===== config.mk =====
export PLATFORM = sky130hd
export DESIGN_NAME = bus_timer
export DESIGN_NICKNAME = d
export VERILOG_FILES = /design/src/rtl/bus_timer.sv
export SDC_FILE = /design/constraint.sdc
export NUM_CORES = 1
export LEC_CHECK = 0
export CORE_ASPECT_RATIO = 0.6
export CORE_UTILIZATION = 55
export CTS_CLUSTER_DIAMETER = 80
export CTS_CLUSTER_SIZE = 16
export DETAILED_ROUTE_END_ITERATION = 12
export PLACE_DENSITY = 0.9
export SLEW_MARGIN = 20
export SYNTH_ARGS = -nofsm -noshare
export SYNTH_HDL_FRONTEND = slang
export SYNTH_SLANG_ARGS = --single-unit

===== constraint.sdc =====
create_clock -name clk_i -period 6.9 [get_ports clk_i]
set_input_delay 2.07 -clock clk_i [delete_from_list [all_inputs] [get_ports clk_i]]
set_output_delay 2.07 -clock clk_i [all_outputs]
set_load 0.02 [all_outputs]

===== src/rtl/bus_timer.sv =====
// bus_timer: memory-mapped 32-bit timer with prescaler, compare match and level IRQ.
//
// Ports:
//   clk_i      - single clock, rising edge
//   reset_i    - asynchronous active-high reset
//   address_i  - bus address, nonzero only on the first cycle of an access
//   data_i     - CPU write data
//   we_i       - one-cycle write pulse
//   we_ram_i   - byte-lane write strobes (bit n -> data_i[8n+7:8n])
//   data_o     - registered read data, 0 when this block is not addressed
//   irq_o      - registered MATCH & IRQEN
//
// Register map (word offsets from BaseAddress):
//   0 CTRL {IRQEN, AUTORELOAD, EN}   1 PRESCALE[15:0]   2 COMPARE
//   3 COUNT                          4 STATUS {MATCH}, W1C
//   5 CAPTURE (only with BUS_TIMER_CAPTURE_EN, otherwise reads 0)
//   6-7 read 0
//
// Optional feature macro: BUS_TIMER_CAPTURE_EN. When defined, any write to
// offset 5 snapshots the pre-update COUNT into CAPTURE.
module bus_timer #(
    parameter logic [31:0] BaseAddress   = 32'h0000_9000,
    parameter int unsigned address_width = 32
) (
    input  logic                     clk_i,
    input  logic                     reset_i,
    input  logic [address_width-1:0] address_i,
    input  logic [31:0]              data_i,
    input  logic                     we_i,
    input  logic [3:0]               we_ram_i,
    output logic [31:0]              data_o,
    output logic                     irq_o
);

    localparam logic [address_width-1:0] BASE = address_width'(BaseAddress);

    localparam logic [2:0] OFF_CTRL     = 3'd0;
    localparam logic [2:0] OFF_PRESCALE = 3'd1;
    localparam logic [2:0] OFF_COMPARE  = 3'd2;
    localparam logic [2:0] OFF_COUNT    = 3'd3;
    localparam logic [2:0] OFF_STATUS   = 3'd4;
    localparam logic [2:0] OFF_CAPTURE  = 3'd5;

    logic [2:0]  ctrl_q, ctrl_d;
    logic [15:0] prescale_q, prescale_d;
    logic [31:0] compare_q, compare_d;
    logic [31:0] count_q, count_d;
    logic        match_q, match_d;
    logic [15:0] pcnt_q, pcnt_d;
    logic [31:0] data_q, data_d;
    logic        irq_q, irq_d;
`ifdef BUS_TIMER_CAPTURE_EN
    logic [31:0] capture_q, capture_d;
`endif

    logic        sel_c;
    logic [2:0]  off_c;
    logic        wr_c;
    logic        tick_c;
    logic        hit_c;
    logic [31:0] rdata_c;
    logic [31:0] wmerge_c;
    logic        unused_addr_bits;

    assign sel_c  = (address_i[address_width-1:5] == BASE[address_width-1:5]);
    assign off_c  = address_i[4:2];
    assign wr_c   = sel_c & we_i;
    assign unused_addr_bits = ^address_i[1:0];

    // Tick when the prescale phase has reached PRESCALE; ">=" also covers a
    // PRESCALE written below the running phase (one tick, then wrap).
    assign tick_c = ctrl_q[0] && (pcnt_q >= prescale_q);
    assign hit_c  = tick_c && (count_q == compare_q);

    // Byte-lane merge of write data over the addressed register's current value.
    always_comb begin
        wmerge_c = '0;
        case (off_c)
            OFF_PRESCALE: wmerge_c = {16'd0, prescale_q};
            OFF_COMPARE:  wmerge_c = compare_q;
            OFF_COUNT:    wmerge_c = count_q;
            default:      wmerge_c = '0;
        endcase
        for (int n = 0; n < 4; n++) begin
            if (we_ram_i[n]) begin
                wmerge_c[8*n +: 8] = data_i[8*n +: 8];
            end
        end
    end

    // Read mux, sampled from pre-update register values.
    always_comb begin
        rdata_c = '0;
        case (off_c)
            OFF_CTRL:     rdata_c = {29'd0, ctrl_q};
            OFF_PRESCALE: rdata_c = {16'd0, prescale_q};
            OFF_COMPARE:  rdata_c = compare_q;
            OFF_COUNT:    rdata_c = count_q;
            OFF_STATUS:   rdata_c = {31'd0, match_q};
`ifdef BUS_TIMER_CAPTURE_EN
            OFF_CAPTURE:  rdata_c = capture_q;
`endif
            default:      rdata_c = '0;
        endcase
    end

    // Next-state for all registers.
    always_comb begin
        ctrl_d     = ctrl_q;
        prescale_d = prescale_q;
        compare_d  = compare_q;
        count_d    = count_q;
        match_d    = match_q;
        pcnt_d     = '0;
        data_d     = sel_c ? rdata_c : 32'd0;
`ifdef BUS_TIMER_CAPTURE_EN
        capture_d  = capture_q;
`endif

        if (ctrl_q[0] && !tick_c) begin
            pcnt_d = 16'(pcnt_q + 16'd1);
        end

        if (tick_c) begin
            count_d = (hit_c && ctrl_q[1]) ? 32'd0 : 32'(count_q + 32'd1);
        end

        if (wr_c) begin
            case (off_c)
                OFF_CTRL:     if (we_ram_i[0]) ctrl_d = data_i[2:0];
                OFF_PRESCALE: prescale_d = wmerge_c[15:0];
                OFF_COMPARE:  compare_d  = wmerge_c;
                OFF_COUNT:    count_d    = wmerge_c;
                OFF_STATUS:   if (we_ram_i[0] && data_i[0]) match_d = 1'b0;
`ifdef BUS_TIMER_CAPTURE_EN
                OFF_CAPTURE:  capture_d  = count_q;
`endif
                default:      ;
            endcase
        end

        // A match in the same cycle as a W1C wins.
        if (hit_c) begin
            match_d = 1'b1;
        end

        irq_d = match_d & ctrl_d[2];
    end

    always_ff @(posedge clk_i or posedge reset_i) begin
        if (reset_i) begin
            ctrl_q     <= '0;
            prescale_q <= '0;
            compare_q  <= '0;
            count_q    <= '0;
            match_q    <= 1'b0;
            pcnt_q     <= '0;
            data_q     <= '0;
            irq_q      <= 1'b0;
`ifdef BUS_TIMER_CAPTURE_EN
            capture_q  <= '0;
`endif
        end else begin
            ctrl_q     <= ctrl_d;
            prescale_q <= prescale_d;
            compare_q  <= compare_d;
            count_q    <= count_d;
            match_q    <= match_d;
            pcnt_q     <= pcnt_d;
            data_q     <= data_d;
            irq_q      <= irq_d;
`ifdef BUS_TIMER_CAPTURE_EN
            capture_q  <= capture_d;
`endif
        end
    end

    assign data_o = data_q;
    assign irq_o  = irq_q;

endmodule


==> results of run 1 <==
-- power by group through the flow --
stage               sequential [mW]  combinational, mW  clock (mW)
finish                        0.780              0.107       0.950
global route                  0.780              0.116       0.992
CTS                           0.780              0.107       0.950
detailed placement            0.794              0.106           0
global placement              0.794              0.104           0
floorplan                     0.794             0.0483           0
-- worst max-delay path, stage by stage --
cell             delay (ns)
clkdlybuf4s50_1        0.40
nor4b_1                0.32
nand4_1                0.28
nor3_4                 0.48
nand3_2                0.55
o21ai_1                0.45
o22ai_1                0.16
-- final timing paths --
check / slack (ns) / end
worst max-delay path: 2.47 / count_q[23]
worst min-delay path: 0.52 / compare_q[25]
worst max register to register: 3.35 / count_q[1]
worst min register to register: 0.52 / compare_q[25]
max in group asynchronous: 3.78 / count_q[23]
min in group asynchronous: 2.01 / ctrl_q[2]
-- layout by cell type, fill, tap and decap left out, types with 4 or more instances in the layout --
master	n
a211oi_1	4
a21oi_1	70
a22oi_1	5
a311oi_1	9
a31oi_1	18
a32oi_1	5
and2_1	6
and3_1	9
buf_4	10
bufinv_16	4
clkbuf_16	17
clkdlybuf4s50_1	100
clkinv_2	4
dfrtp_1	133
ha_1	18
inv_1	22
mux2_2	31
mux2i_1	15
nand2_1	96
nand2b_1	4
nand3_1	25
nand4_1	27
nor2_1	97
nor3_1	13
nor4_1	5
o21ai_0	57
o21ai_1	6
o22ai_1	17
xnor2_1	56
xor2_1	8
-- per-layer routing --
| metal | part of all wire | vias to the layer above | wire length (µm) |
|---|---|---|---|
| li1 | - | 3191 | - |
| met1 | 0.42 | 3346 | 9193 |
| met2 | 0.44 | 464 | 9581 |
| met3 | 0.12 | 60 | 2549 |
| met4 | 0.023 | 0 | 506 |
| met5 | 0 | - | 0 |
-- state kept, by name (all words and copies together) (netlist names) --
register	flops
pcnt_q	16
compare_q	32
count_q	32
match_q	1
ctrl_q	3
data_o	32
prescale_q	16
irq_o	1
-- cell families (layout without fill, tap and decap cells) --
logic type               count (synthesis)  count (layout)  share of synthesized area
adder cells (fa/ha/maj)                 18              18                    0.02929
AO/OA/AOI/OAI                          206             206                     0.1593
AND/OR/NAND/NOR                        306             306                     0.1940
flip-flops                             133             133                     0.4329
multiplexers                            47              47                    0.06639
XOR/XNOR                                64              64                    0.07291
buffers and inverters                   82             165                    0.04524
-- final cells by class --
| class | count | area (µm²) | share of cell area |
|---|---|---|---|
| Sequential cell | 133 | 3328 | 0.3553 |
| Clock inverter | 10 | 156.4 | 0.01670 |
| Timing Repair Buffer | 111 | 1081 | 0.1154 |
| Inverter | 24 | 92.59 | 0.009885 |
| Tap cell | 192 | 240.2 | 0.02565 |
| Clock buffer | 20 | 446.7 | 0.04769 |
| Multi-Input combinational cell | 641 | 4021 | 0.4293 |
-- metrics by stage --
| stage | setup WS (ns) | total power [mW] |
|---|---|---|
| after global routing | 2.211 | 1.889 |
| after global placement | 2.239 | 0.8983 |
| final | 2.472 | 1.838 |
| after detailed placement | 2.187 | 0.8999 |
| after floorplan | 1.276 | 0.8427 |
| after CTS | 2.594 | 1.837 |
==> impl_metrics.tcl, run 1 <==
set metrics [dict create \
    start_kind "input pin" \
    synth_common_cells "dfrtp_1, nor2_1, nand2_1" \
    status "complete, no violations" \
    yosysTopAreaCellShare 0.4329 \
    drc 0 \
    reg2reg_depth 8 \
    slew_headroom 0.2739 \
    tritoncts "yes" \
    use_met1 0.4333 \
    ios 104 \
    drive_gt1_frac 0.08946 \
    wl_per_cell_um 19.30 \
    hold_violations 0 \
    use_met2 0.4921 \
    required_ns 7.18 \
    dpl_cell_area_um2 8757 \
    grt_pass1_wl_um 35160 \
    wl_um 21830 \
    p_leak_nw 3.703 \
    synth_edf_count 0 \
    grt_overflow 0 \
    min_period_ns 4.428 \
    pwr-share-clk 0.517 \
    start_util 0.5626 \
    hold_buffers 0 \
    syn_nets 945 \
    grt_busiest_layer "met2" \
    pwr-share-comb 0.058 \
    fin_area_um2 9366 \
    synth_flop_cell "dfrtp_1" \
    avgSynthCellArea_um2 8.982 \
    htree_levels 4 \
    internal-power_mw 1.435 \
    num-fill-cells 1018 \
    ys_ff_latch 133 \
    core_area_um2 13670 \
    worstHoldStart "compare_q[25]" \
    vias 7061 \
    worstPathArrival_ns 4.71 \
    r2r-start "prescale_q[15]" \
    synth_top_cell_by_area "dfrtp_1" \
    ant_nets 0 \
    tns_ns 0 \
    crit_path_end_kind "flop" \
    p_sw_mw 0.4026 \
    gp_congestion 0.9035 \
    netlist_area_um2 7689 \
    fin_skew_ns 0.01499 \
    antenna_cells 0 \
    use_met3 0.08665 \
    grt_pass1_vias 6790 \
    startpoint "address_i[18]" \
    ctsResizeCount 0 \
    grt_use_total 0.3189 \
    min_path_cells 2 \
    worst_slew_pin_slew_ns 1.089 \
    grt_max_degree 57 \
    yosysSeqAreaShare 0.4329 \
    sw_frac_of_total 0.2190 \
    seq_power_share 0.425 \
    nNetsFinal 1017 \
    post_cts_buffers 0 \
    max_freq_mhz 225.8 \
    maxCapViolCount 0 \
    finalNonFillerCells 1131 \
    worst_hold_slack_ns 0.5211 \
    ir_worst_vdd_uv 126.4 \
    area_growth_pct 21.82 \
    row_count 33 \
    timing.final.crit_share 0.6417 \
    path_max_fanout 19 \
    routed_via_density 6.243 \
    dieArea_um2 14470 \
    hold_path_class "reg2reg" \
    io_buffers 101 \
    async_reset_ff_frac 1.000 \
    cts_sinks 133 \
    setup_viol_count_final 0 \
    drt-pass1-iter-count 7 \
    insertion_delay_ns 0.44 \
    ys_types 57 \
    worstSetupPathType "in2reg" \
    pwr_density_cell_nw_per_um2 196.2 \
    drt_iter0_markers 853 \
    ys_warn_count 0 \
    grt_antenna_before_repair 0 \
    final_util 0.6853 \
    synth.most_common_cell "dfrtp_1" \
    dp_cells 1101 \
    netlist_top_cells_area "dfrtp_1, xnor2_1, nor2_1" \
    syn_inst 856 \
    clk_pin_slew_ns 0.07 \
    die_y_um 93.59 \
    cts_root_buf "clkbuf_16" \
    rsz0062_at_grt "no" \
    clk_path_buf_depth 2 \
    cts-buffers-inserted 17 \
    dieWidth_um 154.6 \
    slew_viol_final 0 \
    hpwlAfterDp_um 14410 \
]
No activity file was read; power rests on OpenSTA's default activity.
==> run 2: changes to the inputs <==
--- a/config.mk
+++ b/config.mk
@@ -6,11 +6,11 @@
 export NUM_CORES = 1
 export LEC_CHECK = 0
 export CORE_ASPECT_RATIO = 0.6
-export CORE_UTILIZATION = 55
+export CORE_UTILIZATION = 50
 export CTS_CLUSTER_DIAMETER = 80
 export CTS_CLUSTER_SIZE = 16
 export DETAILED_ROUTE_END_ITERATION = 12
-export PLACE_DENSITY = 0.9
+export PLACE_DENSITY = 0.87
 export SLEW_MARGIN = 20
 export SYNTH_ARGS = -nofsm -noshare
 export SYNTH_HDL_FRONTEND = slang
==> constraint.sdc (replaced) <==
create_clock -name clk_i -period 3.8 [get_ports clk_i]
set_input_delay 1.14 -clock clk_i [delete_from_list [all_inputs] [get_ports clk_i]]
set_output_delay 1.14 -clock clk_i [all_outputs]
set_load 0.02 [all_outputs]
==> impl_metrics.tcl, run 2 (synthesis gave the netlist of run 1 again) <==
set metrics [dict create \
    ios 104 \
    routed_via_density 6.221 \
    die_y_um 98.06 \
    reg2reg_depth 6 \
    worstPathArrival_ns 3.44 \
    rsz0062_at_grt "no" \
    setup_ws_ns 0.6906 \
    clk_pin_slew_ns 0.06 \
    worstHoldStart "ctrl_q[2]" \
    antenna_cells 0 \
    drive_gt1_frac 0.1083 \
    dpl_cell_area_um2 8946 \
    maxCapViolCount 0 \
    dieWidth_um 162.1 \
    path_max_fanout 12 \
    slew_headroom 0.5169 \
    start_util 0.5209 \
    io_buffers 101 \
    r2r-start "count_q[1]" \
    p_leak_nw 3.791 \
    ff_latch_area_um2 3328 \
    wl_per_cell_um 18.99 \
    fin_area_um2 9524 \
    max_freq_mhz 321.6 \
    worst_hold_slack_ns 0.5152 \
    drt_iter0_markers 781 \
    multi_input_area_um2 4015 \
    clk_path_buf_depth 2 \
    cts_sinks 133 \
    grt_max_degree 82 \
    dieArea_um2 15890 \
    row_count 34 \
    whs_endpoint "ctrl_q[2]" \
    area_growth_pct 23.87 \
    r2r-end "count_q[29]" \
    worstSetupPathType "in2reg" \
    num-fill-cells 1135 \
    hold_violations 0 \
    setup_viol_count_final 0 \
    start_kind "input pin" \
    ctsResizeCount 0 \
    vias 7204 \
    worst_slew_pin_slew_ns 0.7246 \
    final_common_cell "dfrtp_1" \
    hpwlAfterDp_um 15270 \
    nNetsFinal 1036 \
    gp_congestion 0.9159 \
    slew_viol_final 0 \
    ff2ff_setup_slack_ns 0.80 \
    hold_path_class "reg2reg" \
    core_area_um2 14760 \
    min_path_cells 1 \
    insertion_delay_ns 0.43 \
    ant_nets 0 \
    grt_pass1_vias 6935 \
    place_ws_ns 0.3132 \
    layout_common_cells "dfrtp_1, clkdlybuf4s50_1, nor2_1" \
    ir_worst_vdd_uv 234.0 \
    grt_use_total 0.2858 \
    p_total_mw 3.255 \
    pwr_density_cell_nw_per_um2 341.8 \
    min_period_ns 3.109 \
    wl_um 21990 \
    grt_overflow 0 \
    timing.final.crit_share 0.8183 \
    cts-buffers-inserted 17 \
    required_ns 4.13 \
    crit_path_end_kind "flop" \
    hold_buffers 0 \
    status "complete, no violations" \
    drt-pass1-iter-count 6 \
    drc 0 \
    fin_skew_ns 0.01012 \
    htree_levels 4 \
    tns_ns 0 \
    cts_root_buf "clkbuf_16" \
    post_cts_buffers 0 \
    tritoncts "yes" \
    grt_pass1_wl_um 35490 \
    grt_antenna_before_repair 0 \
]
-- run 2: changes by cell type in the layout (fill, tap and decap cells not counted) --
cell        before  now
a31oi_2          1    0
inv_4            1    0
clkinv_4         1    5
buf_4           10   26
buf_12           0    3
bufinv_16        4    2
clkinvlp_4       1    2
a31oi_1         18   19
-- run 2: worst max path at each step --
stage / start / endpoint
final: address_i[14] / count_q[19]
after global routing: address_i[14] / count_q[19]
after CTS: address_i[14] / count_q[19]
after detailed placement: address_i[14] / count_q[19]
after global placement: address_i[12] / count_q[19]
after floorplan: reset_i / compare_q[0]
-- run 2: where the power goes --
| group | internal (mW) | switching [mW] |
|---|---|---|
| combinational | 0.0970 | 0.111 |
| sequential | 1.42 | 0.0000000343 |
| clock | 0.982 | 0.649 |
-- run 2: layer usage --
metal | vias up | routed length, µm | track usage
met5 | - | 0 | 0
met4 | 0 | 382 | 0.1001
met3 | 41 | 2439 | 0.05990
met2 | 469 | 9394 | 0.4100
met1 | 3465 | 9773 | 0.4246
li1 | 3229 | - | -
-- run 2: worst max-delay path, stage by stage --
cell and delay, ns:
clkdlybuf4s50_1 0.40, nor4_1 0.32, nand4_1 0.28, nor3_4 0.29, buf_4 0.19, and3_1 0.51, a31oi_1 0.09, a22oi_1 0.22
-- run 2: layout make-up --
type                    count  area share
repair buffers            130      0.1324
clock buffers              20     0.04690
flip-flops and latches    133      0.3494
well taps                 198     0.02601
clock inverters            12     0.01379
inverters                  24    0.009853
multi-input cells         641      0.4216
-- run 2: stage by stage --
| step | util | cells |
|---|---|---|
| 4_1_cts | 0.6452 | 1158 |
| 6_report | 0.6452 | 1158 |
| 2_1_floorplan | - | 856 |
| 3_3_place_gp | 0.6060 | 1126 |
| 5_1_grt | 0.6452 | 1158 |
| 3_5_place_dp | 0.6060 | 1126 |
